--- src/rtl/load_extend_pipe.sv ---
// Load-data lane extractor and extender for the MEM->WB path.
// One registered result slot behind a valid/ready handshake with flush.
module load_extend_pipe #(
    parameter  int DATA_W = 32,
    localparam int OFF_W  = $clog2(DATA_W / 8)
) (
    input  logic              clk,
    input  logic              resetn,
    input  logic              flush,
    input  logic              in_valid,
    output logic              in_ready,
    input  logic [DATA_W-1:0] in_data,
    input  logic [OFF_W-1:0]  in_off,
    input  logic [2:0]        in_type,
    output logic              out_valid,
    input  logic              out_ready,
    output logic [DATA_W-1:0] out_data,
    output logic [1:0]        out_err
);

    localparam bit IS64 = (DATA_W == 64);

    localparam logic [2:0] LD_WU   = 3'b101;
    localparam logic [2:0] LD_D    = 3'b110;
    localparam logic [2:0] LD_RSVD = 3'b111;

    localparam logic [1:0] ERR_OK  = 2'b00;
    localparam logic [1:0] ERR_MIS = 2'b01;
    localparam logic [1:0] ERR_ILL = 2'b10;

    logic              out_valid_q, out_valid_d;
    logic [DATA_W-1:0] out_data_q, out_data_d;
    logic [1:0]        out_err_q, out_err_d;

    logic              is_b, is_h, is_w, is_d, is_rsvd, is_uns;
    logic              illegal, misal, accept;
    logic [DATA_W-1:0] b_sh, h_sh, w_sh;
    logic [DATA_W-1:0] res_data;
    logic [1:0]        res_err;

    // Keep the low w bits of v; fill the rest with the given bit.
    function automatic logic [DATA_W-1:0] extend(
        input logic [DATA_W-1:0] v,
        input int                w,
        input logic              fill
    );
        logic [DATA_W-1:0] m;
        m      = ~({DATA_W{1'b1}} << w);
        extend = v & m;
        if (fill) begin
            extend = extend | ~m;
        end
    endfunction

    assign is_uns  = in_type[0];
    assign is_b    = (in_type[2:1] == 2'b00);
    assign is_h    = (in_type[2:1] == 2'b01);
    assign is_w    = (in_type[2:1] == 2'b10);
    assign is_d    = (in_type == LD_D);
    assign is_rsvd = (in_type == LD_RSVD);

    assign illegal = is_rsvd || (!IS64 && (in_type == LD_WU || is_d));

    assign misal = (is_h && in_off[0])
                || (is_w && (in_off[1:0] != 2'b00))
                || (is_d && (in_off != '0));

    assign b_sh = in_data >> {in_off, 3'b000};
    assign h_sh = in_data >> {in_off[OFF_W-1:1], 4'b0000};
    assign w_sh = in_data >> {in_off >> 2, 5'b00000};

    always_comb begin
        res_data = '0;
        res_err  = ERR_OK;
        if (illegal) begin
            res_err = ERR_ILL;
        end else if (misal) begin
            res_err = ERR_MIS;
        end else begin
            unique case (1'b1)
                is_b:    res_data = extend(b_sh, 8, b_sh[7] & ~is_uns);
                is_h:    res_data = extend(h_sh, 16, h_sh[15] & ~is_uns);
                is_w:    res_data = extend(w_sh, 32, w_sh[31] & ~is_uns);
                is_d:    res_data = in_data;
                default: res_data = '0;
            endcase
        end
    end

    assign in_ready = !out_valid_q || out_ready;
    assign accept   = in_valid && in_ready && !flush;

    // Flush wins over both a new request and a consume.
    always_comb begin
        out_valid_d = out_valid_q;
        out_data_d  = out_data_q;
        out_err_d   = out_err_q;
        if (flush) begin
            out_valid_d = 1'b0;
        end else if (accept) begin
            out_valid_d = 1'b1;
            out_data_d  = res_data;
            out_err_d   = res_err;
        end else if (out_ready) begin
            out_valid_d = 1'b0;
        end
    end

    always_ff @(posedge clk or negedge resetn) begin
        if (!resetn) begin
            out_valid_q <= 1'b0;
            out_data_q  <= '0;
            out_err_q   <= ERR_OK;
        end else begin
            out_valid_q <= out_valid_d;
            out_data_q  <= out_data_d;
            out_err_q   <= out_err_d;
        end
    end

    assign out_valid = out_valid_q;
    assign out_data  = out_data_q;
    assign out_err   = out_err_q;

endmodule

--- config.mk ---
export PLATFORM = sky130hd
export DESIGN_NAME = load_extend_pipe
export DESIGN_NICKNAME = d
export VERILOG_FILES = /design/src/rtl/load_extend_pipe.sv
export SDC_FILE = /design/constraint.sdc
export NUM_CORES = 1
export LEC_CHECK = 0
export ABC_AREA = 1
export CORE_AREA = 2 2 84 66
export DETAILED_ROUTE_END_ITERATION = 12
export DIE_AREA = 0 0 86 68
export GPL_TIMING_DRIVEN = 0
export PLACE_DENSITY = 0.78
export SETUP_SLACK_MARGIN = 0.15
export SLEW_MARGIN = 20
export SYNTH_ARGS = -nofsm -noshare
export SYNTH_HDL_FRONTEND = slang
export SYNTH_SLANG_ARGS = --single-unit
--- constraint.sdc ---
create_clock -name clk -period 1.6 [get_ports clk]
set_input_delay 0.4 -clock clk [delete_from_list [all_inputs] [get_ports clk]]
set_output_delay 0.4 -clock clk [all_outputs]
set_load 0.03 [all_outputs]
; ---- Yosys cells after proc, flatten, opt, wreduce, memory -nomap -nowiden
; Index checks and enable logic that the tools add are counted.
[classes]
add_sub_neg = 0
n_mul = 0
n_div = 0
n_lt_le_gt_ge = 0
n_eq_ne = 5
shift = 2
muxes = 10
bitwise = 4
n_reduce_logical = 17
[op_table]
columns = op, count
row1 = 32-bit two-way mux, 4
row2 = 32-bit one-hot mux with 3 select lines, 1
row3 = 32-bit by 5-bit right shift with 16-bit output, 1
row4 = 32-bit by 5-bit right shift with 8-bit output, 1
row5 = 3-bit equality test (second input constant), 3
row6 = 1-bit logical AND, 5
row7 = 1-bit logical OR, 5
row8 = 1-bit two-way mux, 4
row9 = 3-bit nonzero test, 1
row10 = 1-bit bitwise AND, 2
row11 = 2-bit by 1-bit equality test with 1-bit output (second input constant), 1
row12 = 2-bit equality test (second input constant), 1
row13 = 1-bit logical NOT, 2
row14 = 2-bit logical NOT, 1
row15 = 2-bit two-way mux, 1
row16 = 1-bit inverter, 2
row17 = 2-bit AND reduction, 1
row18 = 2-bit nonzero test, 1
row19 = 2-bit OR reduction, 1
[word_totals]
register_bits = 35
latch_bits = 0
ramBits = 0
mem_bits_ro = 0
out_inout_bits = 36
elab_cells = 41
memories = 0

; ---- Logic depth before layout (Yosys ltp)
[logic_depth]
depth_word = 6
ltp_mapped = 11
ltp_nobuf = 9

; ---- Worst setup path before layout
; Ideal clock, no wire load.
[synth_timing]
path_type = register to register
from = register out_valid_q, in the netlist out_valid
to = register out_data_q[12], in the netlist out_data[12]
arrival_ps = 1298
required_time_ps = 1534
setup_slack_ps = 236
stages_incl_launch_ff = 9
period_less_slack_ps = 1364
cell_sequence = dfrtp_1 inv_1 nor2_1 nor2_2 nand2_1 nor3_4 buf_2 nand2_1 nand2_1
[synth_via]
elab_chain_len = 5
[synth_rtl]
columns = item, line_no
row1 = from (decl), 31  ; logic out_valid_q, out_valid_d;
row2 = from (signal assigned), 115  ; out_valid_q <= out_valid_d;
row3 = 1-bit logical NOT, 90  ; assign in_ready = !out_valid_q || out_ready;
row4 = 1-bit logical OR, 90
row5 = 1-bit logical AND (2 in series), 91  ; assign accept = in_valid && in_ready && !flush;
row6 = 2-bit AND reduction (no line), -
row7 = to (signal assigned), 116  ; out_data_q <= out_data_d;
row8 = to (decl), 32  ; logic [DATA_W-1:0] out_data_q, out_data_d;
; Every way passes these cells.
; A chain may end at the register's enable or synchronous reset.

; ---- Final worst setup path
[layout_timing]
from = register out_data_q[7], in the netlist out_data[7]
to = output port out_data[7]
[layout_lines]
columns = item, line_no
row1 = to (decl), 17  ; output logic [DATA_W-1:0] out_data,
; No word-level cell between the ends.

==> impl_metrics.py <==
metrics = {
    "placed_design": {
        "io_buffer_count": 75,
        "place.gp.congestion": 0.954,
        "detailedPlacementHpwl_um": 4830,
    },
    "cells_and_area": {
        "antenna_diodes": 0,
        "fillCellCount": 448,
        "areaGrowthSynthToFinish_pct": 50.9,
        "area.sequential_sq_um": 876,
        "layout-drive-gt1-share": 0.154,
        "layout.core_utilization": 0.647,
        "most_used_cells_in_the_layout_excluding_fill_and_tap_cells": "nand2_1, dfrtp_1, inv_1, clkdlybuf4s50_1, clkdlybuf4s15_1",
        "final_common_cell": "nand2_1",
        "multi_input_area_sq_um": 1140,
        "design.final.nets": 484,
    },
    "route": {
        "detailedRoute.firstPassIterationCount": 4,
        "avgViaCountPerCell": 4.82,
        "final_antenna_net_count": 0,
        "via_count": 2428,
        "wirelength_routed_um": 6610,
        "wire_per_inst_um": 13.1,
        "drt_first_iter_violations": 205,
        "post-route-drc-count": 0,
    },
    "yosys": {
        "yosys-top-cells-area": "dfrtp_1, nand2_1, inv_1",
        "post-synth-top-area-cell": "dfrtp_1",
        "synth_area_per_cell_sq_um": 6.27,
        "synth_seq_area_share": 0.401,
        "synth_compound_gate_area_share": 0.0321,
        "post_synth_instance_area_sq_um": 2180,
        "yosysUniqueCellTypes": 22,
        "share_of_synthesized_cell_area_in_and_or_nand_and_nor_gates": 0.466,
        "postSynthRegisterBits": 35,
        "adder_and_majority_gate_portion_of_the_synthesized_area": 0,
        "netlist.area_leader.share": 0.401,
        "postSynthNetCount": 390,
        "synth_mux_area_frac": 0,
        "synth_top_family_by_area": "simple AND/OR/NAND/NOR gates",
        "cell_count_after_synthesis": 348,
        "post_synth_xor_area_fraction": 0,
        "ys.warnings.count": 0,
    },
    "sta": {
        "setup-violations-final": 0,
        "worst_clock_skew_ps": 2.88,
        "grt_setup_unrepaired": "false",
        "final_period_minus_worst_setup_slack_ps": 1430,
        "max_slew.worst_pin.slew_ps": 440,
        "fin_crit_sh": 0.891,
        "timing.fmax_mhz": 701,
        "final-hold-violation-count": 0,
        "slew_limit_headroom": 0.706,
        "slew_violations": 0,
    },
    "die": {
        "floorplan.initialDensity": 0.428,
        "row_count": 23,
        "die_y_um": 68,
        "fp.dieArea_sq_um": 5850,
        "fp.coreArea_sq_um": 5090,
        "ioPinCount": 78,
        "floorplan.die.width_um": 86,
    },
    "power_and_ir_drop": {
        "power.ir.vdd_worst_mv": 0.329,
        "power.total_uw": 2540,
        "power_per_cell_area_nw_per_um2": 771,
        "total_leakage_power_uw": 0.00195,
    },
    "global_routing": {
        "antenna_found_initial": 0,
        "grt_start_max_net_pins": 21,
        "grt_pass1_wl_um": 10700,
        "first_global_vias": 2281,
        "grt.total_usage": 0.235,
        "grt.overflow.total": 0,
    },
    "critical_path": {
        "timing_worst_setup_path_type": "register to primary output",
        "worst_ep_required_time_ps": 1200,
        "critical_path_arrival_ps": 1030,
        "startpoint_type": "register",
        "critPathMaxFanout": 2,
        "cpLargestDelayFamily": "buffers and inverters",
        "kind_of_capture_point_of_the_worst_setup_path": "primary output",
        "critical-path-max-stage-delay_ps": 380,
        "cp_cell_sequence": "clkdlybuf4s15_1",
        "worst-path-buf-inv": 1,
        "slowest_stage": "clkdlybuf4s15_1",
    },
    "clock_tree": {
        "clkLatencyLatePin_ps": 280,
        "ctsLongestPathBuffers": 2,
        "root_driver": "clkbuf_8",
        "tritoncts": "yes",
        "numClockSinks": 35,
        "cts.reportedPaths.clkPinSlew_ps": 70,
        "total_cts_buffers": 5,
        "cts_max_level": 2,
    },
    "hold_path": {
        "hp-class": "primary input to asynchronous set/reset pin",
    },
    "run": {
        "maxCapViolations": 0,
    },
    "outcome": {
        "status": "complete, no violations",
    },
}
[metal layers]
layer / part of all wire / global-route usage
met4: 0.013 / 0.0575
met1: 0.45 / 0.327
met2: 0.45 / 0.379
met3: 0.086 / 0.0495
met5: 0 / 0
[synthesized netlist by cell type]
library cell  instances
dfrtp_1              35
o211ai_1              1
nand3_2               1
clkbuf_1              4
buf_6                 2
nor2_4                2
nor2_1                5
buf_4                 2
o21ai_0              10
nor3_4                1
o21a_1                1
inv_2                 3
nand2_1             221
nand2_2               1
nor3_2                1
nor2_2                1
buf_2                 7
nand3_4               1
nand3_1              16
inv_1                31
clkinv_1              1
o21ai_1               1
[cells by family (layout without fill, tap and decap cells)]
group                  count (synthesis)  after routing
DFF                                   35             35
buffers and inverters                 50            144
AOI/OAI and AO/OA                     13             13
and+or+nand+nor                      250            250
[report_power, final]
group	leakage [uW]	internal (uW)	switching [uW]
Clock	0.0000470	337	305
Sequential	0.000470	978	50.1
Combinational	0.00144	338	530
Total	0.00195	1650	885
[through the flow]
stage / setup WS [ps] / instances / hold slack [ps] / area [sq um] / setup TNS, ps
floorplan: 236 / 348 / 104 / 2180 / 0
detailed placement: -462 / 486 / 364 / 3030 / -13460
finish: 174 / 504 / 44.2 / 3290 / 0
CTS: 78.2 / 497 / 51.2 / 3160 / 0
global placement: -587 / 485 / 465 / 3010 / -32510
global route: 120 / 504 / 78.4 / 3290 / 0
[final cells by class]
type,instances,area share
clock inverters,1,0.00152
multi-input cells,263,0.348
plain buffers,15,0.0403
repair buffers,87,0.255
clock buffers,6,0.0251
well taps,62,0.0236
flip-flops and latches,35,0.266
inverters,35,0.0407
[path summary, 6_finish.rpt]
kind	startpoint	cells past startpoint	slack, ps	to
min in group clk	flush	2	470	out_valid
max in group asynchronous	resetn	2	1120	out_data[15]
worst min-delay path	resetn	1	40	out_data[10]
worst max register to register	out_valid	9	230	out_data[6]
worst max-delay path	out_data[7]	1	170	out_data[7]
worst min register to register	out_data[0]	2	470	out_data[0]
[worst reg2reg max path: stages (launching register included)]
cell and delay, ps:
dfrtp_1 370, inv_1 100, nor2_4 60, nor2_4 100, nand2_2 90, nor3_4 120, buf_6 190, buf_6 130
nand3_1 90, nand2_1 70
[state kept, by name, summed over array words and instances (netlist names)]
name       flops
out_data      32
out_err        2
out_valid      1
[timing repair]
action                                  4_1_cts  5_1_grt
cloned                                        1        3
resized for setup                            68       72
hold buffers                                  0        0
endpoints found under the setup margin       68       63
setup buffers                                 3        4
pin swaps                                     6        6
No activity file was read; power rests on OpenSTA's default activity.
